`config.mk`:
```
export PLATFORM = sky130hd
export DESIGN_NAME = guess_round_sequencer
export DESIGN_NICKNAME = d
export VERILOG_FILES = /design/src/rtl/guess_round_sequencer.sv
export SDC_FILE = /design/constraint.sdc
export NUM_CORES = 1
export LEC_CHECK = 0
export BUFFER_PORTS_ARGS = -buffer_cell sky130_fd_sc_hd__buf_2
export CELL_PAD_IN_SITES_DETAIL_PLACEMENT = 0
export CELL_PAD_IN_SITES_GLOBAL_PLACEMENT = 1
export CORE_MARGIN = 1.5
export CORE_UTILIZATION = 50
export DETAILED_ROUTE_END_ITERATION = 10
export PLACE_DENSITY_LB_ADDON = 0.2
export SETUP_SLACK_MARGIN = 0.5
export SYNTH_ARGS = -nofsm -noshare
export SYNTH_HDL_FRONTEND = slang
export SYNTH_SLANG_ARGS = --single-unit
```
`constraint.sdc`:
```
create_clock -name clock -period 6.25 [get_ports clock]
set_input_delay 1.25 -clock clock [delete_from_list [all_inputs] [get_ports clock]]
set_output_delay 1.25 -clock clock [all_outputs]
set_load 0.1 [all_outputs]
```
`src/rtl/guess_round_sequencer.sv`:
```
// Game sequencer for the 4-digit guess-number game: collects the secret and the guesses from
// keypad strobes, scores each guess serially (A/B), counts attempts and declares win or lose.
module guess_round_sequencer #(
    parameter int unsigned MAX_TRIES = 10,
    parameter int unsigned ATTEMPT_W = 4
) (
    input  logic                 clock,
    input  logic                 reset_n,
    input  logic                 start,
    input  logic                 key_valid,
    input  logic [3:0]           key_code,
    input  logic                 enter,
    input  logic                 clear,
    output logic [2:0]           state_num,
    output logic [3:0]           disp3,
    output logic [3:0]           disp2,
    output logic [3:0]           disp1,
    output logic [3:0]           disp0,
    output logic [2:0]           entry_cnt,
    output logic [2:0]           a_count,
    output logic [2:0]           b_count,
    output logic [ATTEMPT_W-1:0] attempts,
    output logic                 result_valid,
    output logic                 win,
    output logic                 lose,
    output logic                 dup_err
);

    typedef enum logic [2:0] {
        S_IDLE   = 3'd0,
        S_SECRET = 3'd1,
        S_GUESS  = 3'd2,
        S_SCORE  = 3'd3,
        S_RESULT = 3'd4,
        S_WIN    = 3'd5,
        S_LOSE   = 3'd6
    } state_t;

    state_t     state;
    logic [3:0] dbuf   [4];
    logic [3:0] secret [4];
    logic [3:0] guess  [4];
    logic [3:0] idx;
    logic       key_dup;
    logic       match;

    assign state_num = state;
    assign disp3     = dbuf[3];
    assign disp2     = dbuf[2];
    assign disp1     = dbuf[1];
    assign disp0     = dbuf[0];
    assign win       = (state == S_WIN);
    assign lose      = (state == S_LOSE);

    // Only slots below entry_cnt hold live digits; the rest are zero fill.
    always_comb begin
        key_dup = ((entry_cnt > 3'd0) && (dbuf[0] == key_code)) ||
                  ((entry_cnt > 3'd1) && (dbuf[1] == key_code)) ||
                  ((entry_cnt > 3'd2) && (dbuf[2] == key_code)) ||
                  ((entry_cnt > 3'd3) && (dbuf[3] == key_code));
        match   = (secret[idx[3:2]] == guess[idx[1:0]]);
    end

    always_ff @(posedge clock or negedge reset_n) begin
        if (!reset_n) begin
            state        <= S_IDLE;
            dbuf         <= '{default: '0};
            secret       <= '{default: '0};
            guess        <= '{default: '0};
            idx          <= '0;
            entry_cnt    <= '0;
            a_count      <= '0;
            b_count      <= '0;
            attempts     <= '0;
            result_valid <= 1'b0;
            dup_err      <= 1'b0;
        end else begin
            result_valid <= 1'b0;
            dup_err      <= 1'b0;
            case (state)
                S_IDLE: begin
                    if (start) state <= S_SECRET;
                end
                S_SECRET, S_GUESS: begin
                    if (clear) begin
                        dbuf      <= '{default: '0};
                        entry_cnt <= '0;
                    end else if (enter) begin
                        if (entry_cnt == 3'd4) begin
                            if (state == S_SECRET) begin
                                secret    <= dbuf;
                                dbuf      <= '{default: '0};
                                entry_cnt <= '0;
                                state     <= S_GUESS;
                            end else begin
                                guess   <= dbuf;
                                a_count <= '0;
                                b_count <= '0;
                                idx     <= '0;
                                state   <= S_SCORE;
                            end
                        end
                    end else if (key_valid && (key_code <= 4'd9) && (entry_cnt < 3'd4)) begin
                        if (key_dup) begin
                            dup_err <= 1'b1;
                        end else begin
                            dbuf[3]   <= dbuf[2];
                            dbuf[2]   <= dbuf[1];
                            dbuf[1]   <= dbuf[0];
                            dbuf[0]   <= key_code;
                            entry_cnt <= entry_cnt + 3'd1;
                        end
                    end
                end
                S_SCORE: begin
                    if (match) begin
                        if (idx[3:2] == idx[1:0]) a_count <= a_count + 3'd1;
                        else                      b_count <= b_count + 3'd1;
                    end
                    idx <= idx + 4'd1;
                    if (idx == 4'hF) begin
                        state        <= S_RESULT;
                        attempts     <= attempts + ATTEMPT_W'(1);
                        result_valid <= 1'b1;
                    end
                end
                S_RESULT: begin
                    if (a_count == 3'd4) begin
                        state <= S_WIN;
                    end else if (attempts == ATTEMPT_W'(MAX_TRIES)) begin
                        state <= S_LOSE;
                    end else begin
                        state     <= S_GUESS;
                        dbuf      <= '{default: '0};
                        entry_cnt <= '0;
                    end
                end
                S_WIN, S_LOSE: begin
                    if (start) begin
                        state     <= S_SECRET;
                        attempts  <= '0;
                        a_count   <= '0;
                        b_count   <= '0;
                        dbuf      <= '{default: '0};
                        entry_cnt <= '0;
                    end
                end
                default: state <= S_IDLE;
            endcase
        end
    end

endmodule
```
* Word level (Yosys, flattened, before mapping) *
Index checks and enable logic that the tools add are counted.

storage, ports and cells
  bits of input ports = 10
  register bits = 70
  output and inout bits = 36
  logic and storage cells = 154

cells by class
  magnitude comparators = 8
  equality and inequality tests = 32
  $add $sub $neg = 5
  bitwise gates (word level) = 4
  reduce and logical (&&, ||, !) cells = 25
  multiplexer cells = 60

operators with widths
  kind                   number
  $mux W16               9
  $mux W3                24
  $pmux W16 S3           1
  $mux W4                10
  $pmux W3 S3            3
  $reduce_and A8 Y1      3
  $ne A2 B2 Y1 const B   11
  $eq A4 B4 Y1           5
  $reduce_and A5 Y1      4
  $bmux W4 S2            2
  $ne A4 B4 Y1 const B   4
  $pmux W4 S2            2
  $eq A3 B3 Y1 const B   5
  $pmux W3 S4            1
  $add A3 B1 Y3 const B  3
  $add A4 B1 Y4 const B  2
  $eq A4 B4 Y1 const B   2
  $mux W1                8
  $eq A3 B2 Y1 const B   2
  $ge A3 B3 Y1 const B   2
  $gt A3 B1 Y1 const B   2
  $gt A3 B2 Y1 const B   2
  $logic_and A1 B1 Y1    6
  $not A2 Y3             2
  13 further kinds       19

* Logic depth before layout (Yosys ltp) *
  depth after elaboration = 10
  gate-level depth with buffers = 10
  gate-level depth less buffers = 8

* Worst setup path after synthesis *
Ideal clock, no wire load.

  path type = register to output
  start = register state[2], in the netlist state_num[2]
  end = output port win
  buffers on the path = 2
  cell stages (with the launch flop) = 4
  required time = 5.000 ns
  setup slack = 1.236 ns
  arrival time = 3.764 ns
  cell sequence = dfrtp_1 buf_2 buf_1 nor3b_1

on the way
  longest elaborated chain between the ends = 1

RTL lines
  what                    line  source
  from (decl)             39    state_t state;
  from (signal assigned)  66    state <= S_IDLE;
  from (signal assigned)  82    if (start) state <= S_SECRET;
  from (signal assigned)  94    state <= S_GUESS;
  $eq A3 B3 Y1            52    assign win = (state == S_WIN);
  to (decl)               24    output logic win,

No other way between the ends.

* Worst setup path after layout *
  start = register state[0], in the netlist state_num[0]
  end = output port win

The elaborated chain is that of the path after synthesis.

==> flow_summary_export.csv <==
group,metric,value,unit
final_layout,final_cell_mix,"dfrtp_1 (70), buf_2 (45), nand2_1 (34)",
routing,first_pass_iters,4,
die,start_util,0.519,
clocking,clk_pin_slew_worst_paths,0.07,ns
worst_setup_path,required,5.00,ns
final_layout,finish.utilization,0.582,
clocking,hold_buffers,0,
clocking,cts_buffers,9,
hold_path,holdPathEnd,"guess[14]",
final_layout,layout-drive-gt1-share,0.197,
worst_setup_path,path_cells,"inv_2 -> nor3b_1 -> buf_2",
grt,grt_pass1_vias,2610,
worst_setup_path,rrSetupSlack,3.71,ns
routing,vias_per_cell,5.41,
synth,synth_edf_count,0,
synth,yosysWarnings,0,
power,totalPowerFinal,2080,uW
grt,antenna_found_initial,0,
grt,overflow,0,
place,port-buffer-count,45,
synth,synth_compound_area_frac,0.0767,
worst_setup_path,crit_type,"reg2out",
synth,synth_ff_type,"dfrtp_1",
place,dp_hpwl,5340,um
timing,maxSlewViolCount,0,
synth,ys_seq_area_frac,0.463,
clocking,post_cts_resize_count,0,
routing,drt_iter0_markers,106,
synth,synth_top_family_by_area,"multiplexers",
grt,met3_usage,0.0491,
timing,period_share,0.504,
hold_path,holdPathStages,1,
timing,setup_tns,0,ns
worst_setup_path,slowest_stage,"dfrtp_1",
timing,finClkSkew,0.00853,ns
outcome,outcome,"complete, no violations",
hold_path,min_path_type,"reg2reg",
synth,ys_ff_latch,70,
synth,synthXorXnorAreaFrac,0.0579,
die,die_h,90.0,um
routing,wl_per_cell,16.4,um
synth,synthDistinctLibCells,52,
worst_setup_path,critPathMaxStageDelay,0.69,ns
die,rows,31,
grt,met2_usage,0.349,
timing,period_minus_slack,3.15,ns
timing,whs,0.484,ns
routing,ant_nets,0,
final_layout,final_common_cell,"dfrtp_1",
worst_setup_path,reg2reg_to,"guess[3]",
timing,hold_violations,0,
worst_setup_path,cp_max_fo,19,
power,leakage,0.00207,uW
worst_setup_path,cp.arrival,1.90,ns
grt,track_usage,0.215,
synth,synth.avg_cell_area,11.2,um^2
grt,use_met1,0.287,
synth,yosys.area_share.simple,0.115,
worst_setup_path,rr_worst_depth,4,
power,vdd_drop_max,0.257,mV
die,core,7290,um^2
synth,synth_fa_ha_area_frac,0.0331,
power,p_per_area,490,nW/um^2
synth,muxShareOfSynthArea,0.200,
synth,async_reset_ff_frac,1.00,
clocking,clockBufferDepth,2,
worst_setup_path,critPathLaunchType,"flip-flop",
final_layout,final_nets,397,
clocking,clk_latency,0.34,ns
clocking,tritoncts,"yes",
die,io_pins,46,
grt,grt.busiest_layer,"met2",
place,gp_congestion,0.754,
clocking,post-cts-setup-buffer-count,0,
clocking,htreeDepth,3,
grt,grt_max_degree,71,
final_layout,seqCellArea,1750,um^2
die,die_area,8100,um^2
die,die_w,90.0,um
run,max-cap-violations,0,
synth,synthCells,337,
routing,totalWireLength,7860,um
timing,worstMarginPinSlew,1.19,ns
worst_setup_path,worstReg2RegStart,"entry_cnt[1]",
synth,postSynthNetCount,357,
grt,grt_pass1_wl,13600,um
final_layout,fillers,660,
timing,grt_setup_unrepaired,"false",
hold_path,hold_path.startpoint,"guess[14]",
clocking,cts-root-buf,"clkbuf_8",
routing,via_count,2596,
synth,synthesis.area,3780,um^2
timing,fmax,318,MHz
worst_setup_path,end_kind,"output port",
final_layout,diodes,0,
timing,slew_headroom,0.205,
final_layout,multi_input_area,1830,um^2
final_layout,syn2layout_area_growth,12.3,%
timing,setup_viol,0,
clocking,numClockSinks,70,
routing,drc,0,
## per-stage QoR
stage          area [um^2]  std cells  setup slack (ns)
2_1_floorplan         3780        337              1.24
3_3_place_gp          4050        465              3.10
4_1_cts               4250        480              3.07
5_1_grt               4250        480              2.90
3_5_place_dp          4050        465              3.01
6_report              4250        480              3.10
## state kept, by name (all words and copies together), names as in the netlist
register / cells
b_count: 3
idx: 4
entry_cnt: 3
result_valid: 1
a_count: 3
disp1: 4
secret: 16
disp3: 4
disp0: 4
guess: 16
dup_err: 1
attempts: 4
disp2: 4
state_num: 3
## logic make-up (layout without fill, tap and decap cells)
kind of cell	count (synthesis)	in the layout
fa+ha+maj	10	10
xor+xnor	25	25
buf+inv	44	88
simple gates	83	83
mux	60	60
flops	70	70
compound gates	45	45
## where the power goes
group / total [uW] / internal, uW / switching, uW
clock: 365 / 194 / 171
sequential: 700 / 528 / 172
combinational: 1010 / 270 / 744
total: 2080 / 991 / 1090
## layout make-up
cell class,instances,share of cell area
multi-input combinational,223,0.432
sequential,70,0.412
timing repair buffer,48,0.0583
clock buffer,10,0.0324
tap,99,0.0292
inverter,25,0.0221
clock inverter,5,0.0138
## worst max-delay path: cells and delay by family (launching register included)
kind                   cells  cell delay [ns]
DFF                        1             0.69
and+or+nand+nor            1             0.23
buffers and inverters      2             0.64
## how the worst max path moves through the flow
stage                      endpoint  slack (ns)         start
final                           win        3.10  state_num[0]
after global routing            win        2.90  state_num[0]
after CTS                       win        3.07  state_num[0]
after detailed placement  guess[12]        3.01         enter
after global placement     guess[9]        3.10         enter
after floorplan                 win        1.24  state_num[2]
## routing by layer
metal	vias to the layer above	wire length, um
li1	1253	-
met2	37	3840
met1	1297	3700
met3	9	203
met4	0	116
met5	-	0
## synthesized netlist by cell type (5+ instances only)
cell     number  share of area
dfrtp_1      70           0.46
nand2_1      34          0.034
mux2_1       32          0.095
inv_1        23          0.023
mux2i_1      19          0.050
xnor2_1      18          0.042
o21ai_0      11          0.015
buf_2        10          0.013
ha_1         10          0.033
a21oi_1       9          0.012
nor2_1        8         0.0079
nand4_1       7          0.012
xor2_1        7          0.016
nand3_1       6         0.0079
nor2b_1       5         0.0083
Note: power is estimated with default switching activity, not from simulation.
